### src/rtl/uart_pkg.sv
// uart_pkg: types and constants shared by the UART receive path and frame_gen.
//   parity_t   : programmed parity handling for the parity slot
//   rx_state_t : receiver frame-tracking states
//   DATA_W / FRAME_W : default byte width and full frame width (start+data+parity+stop)
package uart_pkg;

  localparam int unsigned DATA_W  = 8;
  localparam int unsigned FRAME_W = DATA_W + 3;

  typedef enum logic [1:0] {
    PAR_NONE  = 2'b00,
    PAR_EVEN  = 2'b01,
    PAR_ODD   = 2'b10,
    PAR_NOCHK = 2'b11
  } parity_t;

  typedef enum logic [2:0] {
    IDLE,
    START,
    DATA,
    PARITY,
    STOP,
    BREAK_WAIT
  } rx_state_t;

  // Only even and odd actually compare the parity slot; the others just consume it.
  function automatic logic parity_checked(parity_t t);
    return (t == PAR_EVEN) || (t == PAR_ODD);
  endfunction

endpackage

### src/rtl/uart_rx_sync.sv
// uart_rx_sync: two-flop synchroniser for the asynchronous rx line.
// Ports:
//   clk, rst : clock, asynchronous active-high reset (flops reset to 1 = line idle)
//   d_i      : asynchronous input
//   q_o      : synchronised output
module uart_rx_sync (
  input  logic clk,
  input  logic rst,
  input  logic d_i,
  output logic q_o
);

  logic meta_q;
  logic sync_q;

  // Reset to 1 so a reset never looks like a start edge.
  always_ff @(posedge clk or posedge rst) begin
    if (rst) begin
      meta_q <= 1'b1;
      sync_q <= 1'b1;
    end else begin
      meta_q <= d_i;
      sync_q <= meta_q;
    end
  end

  assign q_o = sync_q;

endmodule

### src/rtl/uart_frame_rx.sv
// uart_frame_rx: oversampled UART frame receiver.
// Deserialises start, DATA_W data bits (LSB first), a parity slot and a stop bit,
// then presents the byte with a one-clk data_valid strobe and parity/framing flags.
// Ports:
//   clk, rst     : clock, asynchronous active-high reset
//   sample_tick  : one-clk strobe at OVS x baud rate
//   rx_in        : asynchronous serial line, idles high
//   parity_type  : 00 none, 01 even, 10 odd, 11 slot present but unchecked
//   data_out     : last received byte, held until the next frame completes
//   data_valid   : one-clk pulse when data_out and the flags update
//   parity_err   : parity mismatch of the last delivered frame
//   frame_err    : stop bit of the last delivered frame sampled low
//   busy         : high from start detection until the receiver is idle again
// OVS must be even and >= 4; DATA_W must be >= 2.
module uart_frame_rx #(
  parameter int unsigned OVS    = 16,
  parameter int unsigned DATA_W = uart_pkg::DATA_W
) (
  input  logic              clk,
  input  logic              rst,
  input  logic              sample_tick,
  input  logic              rx_in,
  input  logic [1:0]        parity_type,
  output logic [DATA_W-1:0] data_out,
  output logic              data_valid,
  output logic              parity_err,
  output logic              frame_err,
  output logic              busy
);

  import uart_pkg::*;

  localparam int unsigned TICK_W = $clog2(OVS);
  localparam int unsigned BIT_W  = (DATA_W > 1) ? $clog2(DATA_W) : 1;

  localparam logic [TICK_W-1:0] TICK_HALF = TICK_W'(OVS / 2 - 1);
  localparam logic [TICK_W-1:0] TICK_LAST = TICK_W'(OVS - 1);
  localparam logic [BIT_W-1:0]  BIT_LAST  = BIT_W'(DATA_W - 1);

  logic rx_s;

  rx_state_t         state_q;
  logic [TICK_W-1:0] tick_q;
  logic [BIT_W-1:0]  bit_q;
  logic [DATA_W-1:0] shift_q;
  parity_t           par_type_q;
  logic              par_bit_q;
  logic [DATA_W-1:0] data_out_q;
  logic              data_valid_q;
  logic              parity_err_q;
  logic              frame_err_q;
  logic              busy_q;
  logic              exp_par_c;

  uart_rx_sync u_sync (
    .clk (clk),
    .rst (rst),
    .d_i (rx_in),
    .q_o (rx_s)
  );

  // Expected parity slot value for the captured byte.
  assign exp_par_c = (par_type_q == PAR_ODD) ? ~(^shift_q) : (^shift_q);

  // Frame tracking FSM; all counters advance only on sample ticks.
  always_ff @(posedge clk or posedge rst) begin
    if (rst) begin
      state_q      <= IDLE;
      tick_q       <= '0;
      bit_q        <= '0;
      shift_q      <= '0;
      par_type_q   <= PAR_NONE;
      par_bit_q    <= 1'b0;
      data_out_q   <= '0;
      data_valid_q <= 1'b0;
      parity_err_q <= 1'b0;
      frame_err_q  <= 1'b0;
      busy_q       <= 1'b0;
    end else begin
      data_valid_q <= 1'b0;
      if (sample_tick) begin
        case (state_q)
          IDLE: begin
            if (!rx_s) begin
              state_q    <= START;
              tick_q     <= '0;
              busy_q     <= 1'b1;
              par_type_q <= parity_t'(parity_type);
            end
          end
          START: begin
            // Re-check the line at mid start bit to reject glitches.
            if (tick_q == TICK_HALF) begin
              if (rx_s) begin
                state_q <= IDLE;
                busy_q  <= 1'b0;
              end else begin
                state_q <= DATA;
                tick_q  <= '0;
                bit_q   <= '0;
              end
            end else begin
              tick_q <= tick_q + TICK_W'(1);
            end
          end
          DATA: begin
            if (tick_q == TICK_LAST) begin
              tick_q  <= '0;
              // Shift in from the top so the first bit ends up in bit 0.
              shift_q <= {rx_s, shift_q[DATA_W-1:1]};
              if (bit_q == BIT_LAST) begin
                state_q <= PARITY;
              end else begin
                bit_q <= bit_q + BIT_W'(1);
              end
            end else begin
              tick_q <= tick_q + TICK_W'(1);
            end
          end
          PARITY: begin
            if (tick_q == TICK_LAST) begin
              tick_q    <= '0;
              par_bit_q <= rx_s;
              state_q   <= STOP;
            end else begin
              tick_q <= tick_q + TICK_W'(1);
            end
          end
          STOP: begin
            if (tick_q == TICK_LAST) begin
              tick_q       <= '0;
              data_out_q   <= shift_q;
              data_valid_q <= 1'b1;
              parity_err_q <= parity_checked(par_type_q) && (par_bit_q != exp_par_c);
              frame_err_q  <= ~rx_s;
              if (rx_s) begin
                state_q <= IDLE;
                busy_q  <= 1'b0;
              end else begin
                // Line still low: wait for it to recover before hunting for a new start.
                state_q <= BREAK_WAIT;
              end
            end else begin
              tick_q <= tick_q + TICK_W'(1);
            end
          end
          BREAK_WAIT: begin
            if (rx_s) begin
              state_q <= IDLE;
              busy_q  <= 1'b0;
            end
          end
          default: begin
            state_q <= IDLE;
            busy_q  <= 1'b0;
          end
        endcase
      end
    end
  end

  assign data_out   = data_out_q;
  assign data_valid = data_valid_q;
  assign parity_err = parity_err_q;
  assign frame_err  = frame_err_q;
  assign busy       = busy_q;

endmodule

### config.mk
export PLATFORM = sky130hd
export DESIGN_NAME = uart_frame_rx
export DESIGN_NICKNAME = d
export VERILOG_FILES = /design/src/rtl/uart_pkg.sv /design/src/rtl/uart_rx_sync.sv /design/src/rtl/uart_frame_rx.sv
export SDC_FILE = /design/constraint.sdc
export NUM_CORES = 1
export LEC_CHECK = 0
export CORE_ASPECT_RATIO = 2
export CORE_UTILIZATION = 55
export DETAILED_ROUTE_END_ITERATION = 6
export PLACE_DENSITY = 0.78
export SYNTH_ARGS = -nofsm -noshare
export SYNTH_HDL_FRONTEND = slang
export SYNTH_SLANG_ARGS = --single-unit
export TNS_END_PERCENT = 1
### constraint.sdc
create_clock -name clk -period 4.2 [get_ports clk]
set_input_delay 0.42 -clock clk [delete_from_list [all_inputs] [get_ports clk]]
set_output_delay 0.42 -clock clk [all_outputs]
set_load 0.01 [all_outputs]
## After elaboration in Yosys (flattened, before gate mapping)

Index checks and enable logic that the tools add are counted.

| storage, ports and cells | value |
|---|---|
| register bits after elaboration | 35 |
| bits of input ports | 6 |
| output and inout bits | 12 |
| word-level logic and storage cells | 82 |

| cells by class | value |
|---|---|
| add/subtract/negate cells | 2 |
| equality and inequality tests | 20 |
| multiplexer cells | 28 |
| bitwise operators | 3 |
| reduce and logical (&&, ||, !) cells | 16 |

Operators by type and width:

| kind | number |
|---|---|
| $mux 3 | 12 |
| $pmux 3 s6 | 1 |
| $ne 2x2->1 const B | 8 |
| $mux 4 | 3 |
| $pmux 4 s3 | 1 |
| $reduce_and 3->1 | 4 |
| $eq 3x3->1 const B | 3 |
| $mux 1 | 8 |
| $reduce_and 8->1 | 1 |
| $reduce_xor 8->1 | 1 |
| $eq 3x2->1 const B | 2 |
| $pmux 3 s2 | 1 |
| $reduce_and 6->1 | 1 |
| $pmux 1 s5 | 1 |
| $reduce_and 5->1 | 1 |
| $add 4x1->4 const B | 1 |
| $eq 4x3->1 const B | 1 |
| $eq 4x4->1 const B | 1 |
| $add 3x1->3 const B | 1 |
| $eq 3x1->1 const B | 1 |
| $logic_not 3->1 | 1 |
| $not 1->1 | 3 |
| $reduce_bool 3->1 | 1 |
| $reduce_or 3->1 | 1 |
| 10 further kinds | 10 |

## Logic depth before layout (Yosys ltp)

| logic depth | value |
|---|---|
| word-level depth | 5 |
| gate-level depth with buffers | 7 |
| gate-level depth less buffers | 6 |

## Modules after synthesis

Synthesis repeated with hierarchy kept, for this count alone.

| unflattened totals | value |
|---|---|
| cell total of the unflattened synthesis | 156 |
| area, all modules | 1,798.0 µm² |

Modules (own cells, without submodules):

| module | times used | cells an instance | area an instance (µm²) | seq. area each (µm²) |
|---|---|---|---|---|
| uart_frame_rx | 1 | 153 | 1,741.7 | 825.8 |
| uart_rx_sync | 1 | 3 | 56.3 | 52.6 |

## Least setup slack after synthesis

OpenSTA, ideal clock, no wires.

| timing path | value |
|---|---|
| kind | flip-flop to flip-flop |
| start point | reg tick_q[0] |
| end point | reg state_q[1] |
| setup time | 120 ps |
| data arrival time | 1,654 ps |
| required time | 4,080 ps |
| slack | 2,426 ps |
| cell stages (with the launch flop) | 6 |
| buffers on the path | 0 |
| period minus slack after synthesis | 1,774 ps |
| cell sequence | dfrtp_1 ha_1 nand3b_1 a211o_1 o41a_1 a41o_1 |

| on the way | value |
|---|---|
| cells in the longest elaborated chain, start to end | 3 |
| elaborated cells between the ends (all ways) | 7 |
| those cells by class | 6 x eq/ne; 1 x reduce/logical |

Ends and longest elaborated chain:

| what | line | text |
|---|---|---|
| from (decl) | uart_frame_rx.sv:43 | `logic [TICK_W-1:0] tick_q;` |
| from (signal assigned) | uart_frame_rx.sv:103 | `tick_q <= tick_q + TICK_W'(1);` |
| from (signal assigned) | uart_frame_rx.sv:117 | `tick_q <= tick_q + TICK_W'(1);` |
| from (signal assigned) | uart_frame_rx.sv:126 | `tick_q <= tick_q + TICK_W'(1);` |
| $eq 4x4->1 or $eq 4x3->1 (tied branches) | n/a |  |
| $ne 2x2->1 (no source line) | n/a |  |
| $reduce_and 8->1 (no source line) * | n/a |  |
| to (signal assigned) | uart_frame_rx.sv:112 | `state_q <= PARITY;` |
| to (signal assigned) | uart_frame_rx.sv:124 | `state_q <= STOP;` |
| to (signal assigned) | uart_frame_rx.sv:137 | `state_q <= IDLE;` |
| to (decl) | uart_frame_rx.sv:42 | `rx_state_t state_q;` |

Every way passes the cells marked *; elsewhere a longest branch is shown, timed or not.
A chain may end at the register's enable or synchronous reset.

## Worst setup path after layout

| timing path | value |
|---|---|
| start point | in sample_tick |
| end point | reg par_type_q[1] |

| on the way | value |
|---|---|
| cells in the longest elaborated chain, start to end | 1 |

Ends and longest elaborated chain:

| what | line | text |
|---|---|---|
| from (decl) | uart_frame_rx.sv:21 | `input logic sample_tick,` |
| $reduce_and 3->1 (no source line) | n/a |  |
| to (signal assigned) | uart_frame_rx.sv:88 | `par_type_q <= parity_t'(parity_type);` |
| to (decl) | uart_frame_rx.sv:46 | `parity_t par_type_q;` |

No other way between the ends.

==> impl_metrics.py <==
metrics = {
    "clocking": {
        "cts_tree": "done",
        "cts_root_buf": "clkbuf_8",
        "path_clk_slew_ns": 0.07,
        "clock_sinks": 35,
        "cts_hold_buf": 0,
        "htreeDepth": 2,
        "cts_resized": 0,
        "numCtsBuffers": 5,
        "clockBufferDepth": 2,
        "clock_latency_ns": 0.29,
        "cts_setup_buffers": 0,
    },
    "timing": {
        "hold_viol": 0,
        "tightest_slew_ns": 0.669,
        "fin_setup_tns_ns": 0,
        "rsz0062_at_grt": "no",
        "post-route-min-period_ns": 2.04,
        "final_max_slew_viol_count": 0,
        "final-setup-viol-count": 0,
        "finalCritPeriodShare": 0.485,
        "max_slew_margin": 0.548,
        "max_freq_mhz": 491,
        "clock_skew_ns": 0.00487,
    },
    "synth": {
        "yosysTopAreaCellShare": 0.470,
        "async_flop_share": 1.00,
        "synthFlopType": "dfrtp_1",
        "synth-edff-count": 0,
        "yosysMostFrequentCell": "dfrtp_1",
        "yosysWarningCount": 0,
        "ys_types": 43,
        "synth_common_cells": "33 x dfrtp_1, 21 x mux2_2, 9 x nor2_1",
        "syn_nets": 162,
        "yosysSeqAreaShare": 0.500,
        "synth_cells": 152,
        "synth_area_mm2": 0.00176,
        "yosysTopAreaCell": "dfrtp_1",
        "synthTopCellsByArea": "dfrtp_1 47%, mux2_2 13%, dfstp_2 3.0%",
        "synth.avg_cell_area_um2": 11.5,
        "ys_seq_elements": 35,
    },
    "floorplanning": {
        "fp.dieH_um": 81.9,
        "pin_count": 18,
        "die_w_um": 42.0,
        "die_area_mm2": 0.00344,
        "initial_core_util": 0.583,
        "core-area_mm2": 0.00301,
        "num_rows": 28,
    },
    "critical_path": {
        "end_kind": "register",
        "cp_slowest_cell": "clkdlybuf4s50_1",
        "path_cells": "clkdlybuf4s50_1 > nor2b_1 > nor4b_1 > mux2_2",
        "regToRegStartpoint": "tick_q[1]$_DFFE_PP0P_",
        "slowest_delay_ns": 0.61,
        "cp.arrival_ns": 2.22,
        "crit_start": "sample_tick",
        "required_ns": 4.38,
        "start_kind": "primary input",
        "criticalPathCategory": "primary input to register",
        "cp_max_fo": 7,
    },
    "hold_path": {
        "hp-start": "u_sync.meta_q$_DFF_PP1_",
        "hp-class": "register to register",
    },
    "power_and_ir_drop": {
        "seq_power_share": 0.434,
        "ir_drop_mv": 0.367,
        "power_frac_clock": 0.213,
        "p_int_uw": 716,
        "p_switching_uw": 390,
        "leakage_nw": 0.960,
        "comb_power_share": 0.352,
        "swShare": 0.353,
        "power_density_mw_per_mm2": 546,
    },
    "place": {
        "io_buffers": 17,
        "place_area_mm2": 0.00194,
        "hpwl_um": 2500,
        "place.gp.congestion": 0.951,
    },
    "layout": {
        "antenna_cells": 0,
        "stdcell_area_mm2": 0.00203,
        "final_net_count": 181,
        "drive_gt1_frac": 0.221,
        "synthToLayoutAreaGrowth_pct": 15.5,
    },
    "global_route": {
        "antenna_found_initial": 0,
        "grt_max_degree": 36,
        "grt_overflow": 0,
        "grt_pass1_wl_um": 5610,
        "grt_usage": 0.227,
        "grt_pass1_vias": 1239,
    },
    "routing": {
        "wl_per_cell_um": 17.2,
        "drt_iter0_markers": 20,
        "routed_via_density": 6.10,
        "final_antenna_net_count": 0,
        "detailroute.via_count": 1233,
        "drt-pass1-iter-count": 4,
        "routed_wl_um": 3480,
        "drc": 0,
    },
    "run": {
        "drv_cap": 0,
    },
    "status": {
        "outcome": "complete, no violations",
    },
}
[cells in the final DEF, fill, tap and decap left out, types with 2 or more instances in the layout]
master / count
dfrtp_1: 33
nand2_1: 8
mux2i_1: 2
nor2_1: 9
ha_1: 4
nor4_1: 2
nor4b_1: 2
clkdlybuf4s50_1: 17
a21oi_1: 3
clkbuf_8: 5
inv_1: 8
nand4_1: 2
nor2b_1: 2
a2bb2oi_1: 3
or2_2: 2
a21o_1: 2
nand3_1: 4
dfstp_2: 2
nor3b_1: 2
o21ai_0: 8
xnor2_1: 6
a211o_1: 2
mux2_2: 21
[cells by family after synthesis]
| logic type | count (synthesis) | share of synthesized area |
|---|---|---|
| xor gates and xnor gates | 8 | 0.0478 |
| muxes | 23 | 0.146 |
| AOI/OAI and AO/OA | 27 | 0.108 |
| DFF | 35 | 0.500 |
| buffers and inverters | 15 | 0.0356 |
| adders and majority gates | 4 | 0.0285 |
| and+or+nand+nor | 40 | 0.134 |
[final timing paths]
path | slack (ns) | endpoint | cells past startpoint
max in group asynchronous | 3.32 | u_sync.q_o$_DFF_PP1_ | 3
max reg2reg | 2.22 | state_q[1]$_DFFE_PP0P_ | 5
min | 0.36 | u_sync.q_o$_DFF_PP1_ | 0
min in group asynchronous | 0.53 | tick_q[3]$_DFFE_PP0P_ | 3
min reg2reg | 0.36 | u_sync.q_o$_DFF_PP1_ | 0
max | 2.16 | par_type_q[1]$_DFFE_PP0P_ | 4
[critical path: cells and delay by family]
family,cells,cell delay [ns]
buffers and inverters,1,0.61
multiplexers,1,0.40
AND/OR/NAND/NOR,2,0.79
[stage by stage]
step	total power [mW]	setup WS, ns	instances	hold slack [ns]	utilization
2_1_floorplan	0.782	2.43	152	0.345	-
4_1_cts	1.11	2.18	202	0.357	0.673
3_3_place_gp	0.846	1.97	194	0.346	0.645
6_report	1.11	2.16	202	0.357	0.673
5_1_grt	1.17	2.06	202	0.364	0.673
3_5_place_dp	0.875	1.91	194	0.347	0.645
[flip-flops by register name, summed over array words and instances (netlist names), 2 cells and up]
name and count:
tick_q 4, state_q 3, bit_q 3, par_type_q 2, data_out 8, shift_q 8
[layer usage]
layer | GRT usage | routed length (um) | up-vias
met4 | 0.174 | 149 | 0
li1 | - | - | 583
met3 | 0.0549 | 125 | 13
met2 | 0.414 | 1960 | 31
met1 | 0.210 | 1250 | 606
met5 | 0 | 0 | -
[area by class of cell]
class                           count  area [um2]
Multi-Input combinational cell    102         815
Tap cell                           30        37.5
Fill cell                         234         986
Inverter                            9        33.8
Sequential cell                    35         878
Clock inverter                      2        12.5
Timing Repair Buffer               18         178
Clock buffer                        6        72.6
[power groups by stage]
| stage | sequential [mW] | clock [mW] | combinational (mW) |
|---|---|---|---|
| 2_1_floorplan | 0.448 | 0 | 0.335 |
| 3_3_place_gp | 0.479 | 0 | 0.367 |
| 3_5_place_dp | 0.485 | 0 | 0.389 |
| 4_1_cts | 0.479 | 0.241 | 0.392 |
| 5_1_grt | 0.493 | 0.252 | 0.428 |
| 6_report | 0.481 | 0.236 | 0.390 |
Power figures use the tool's default switching activity.
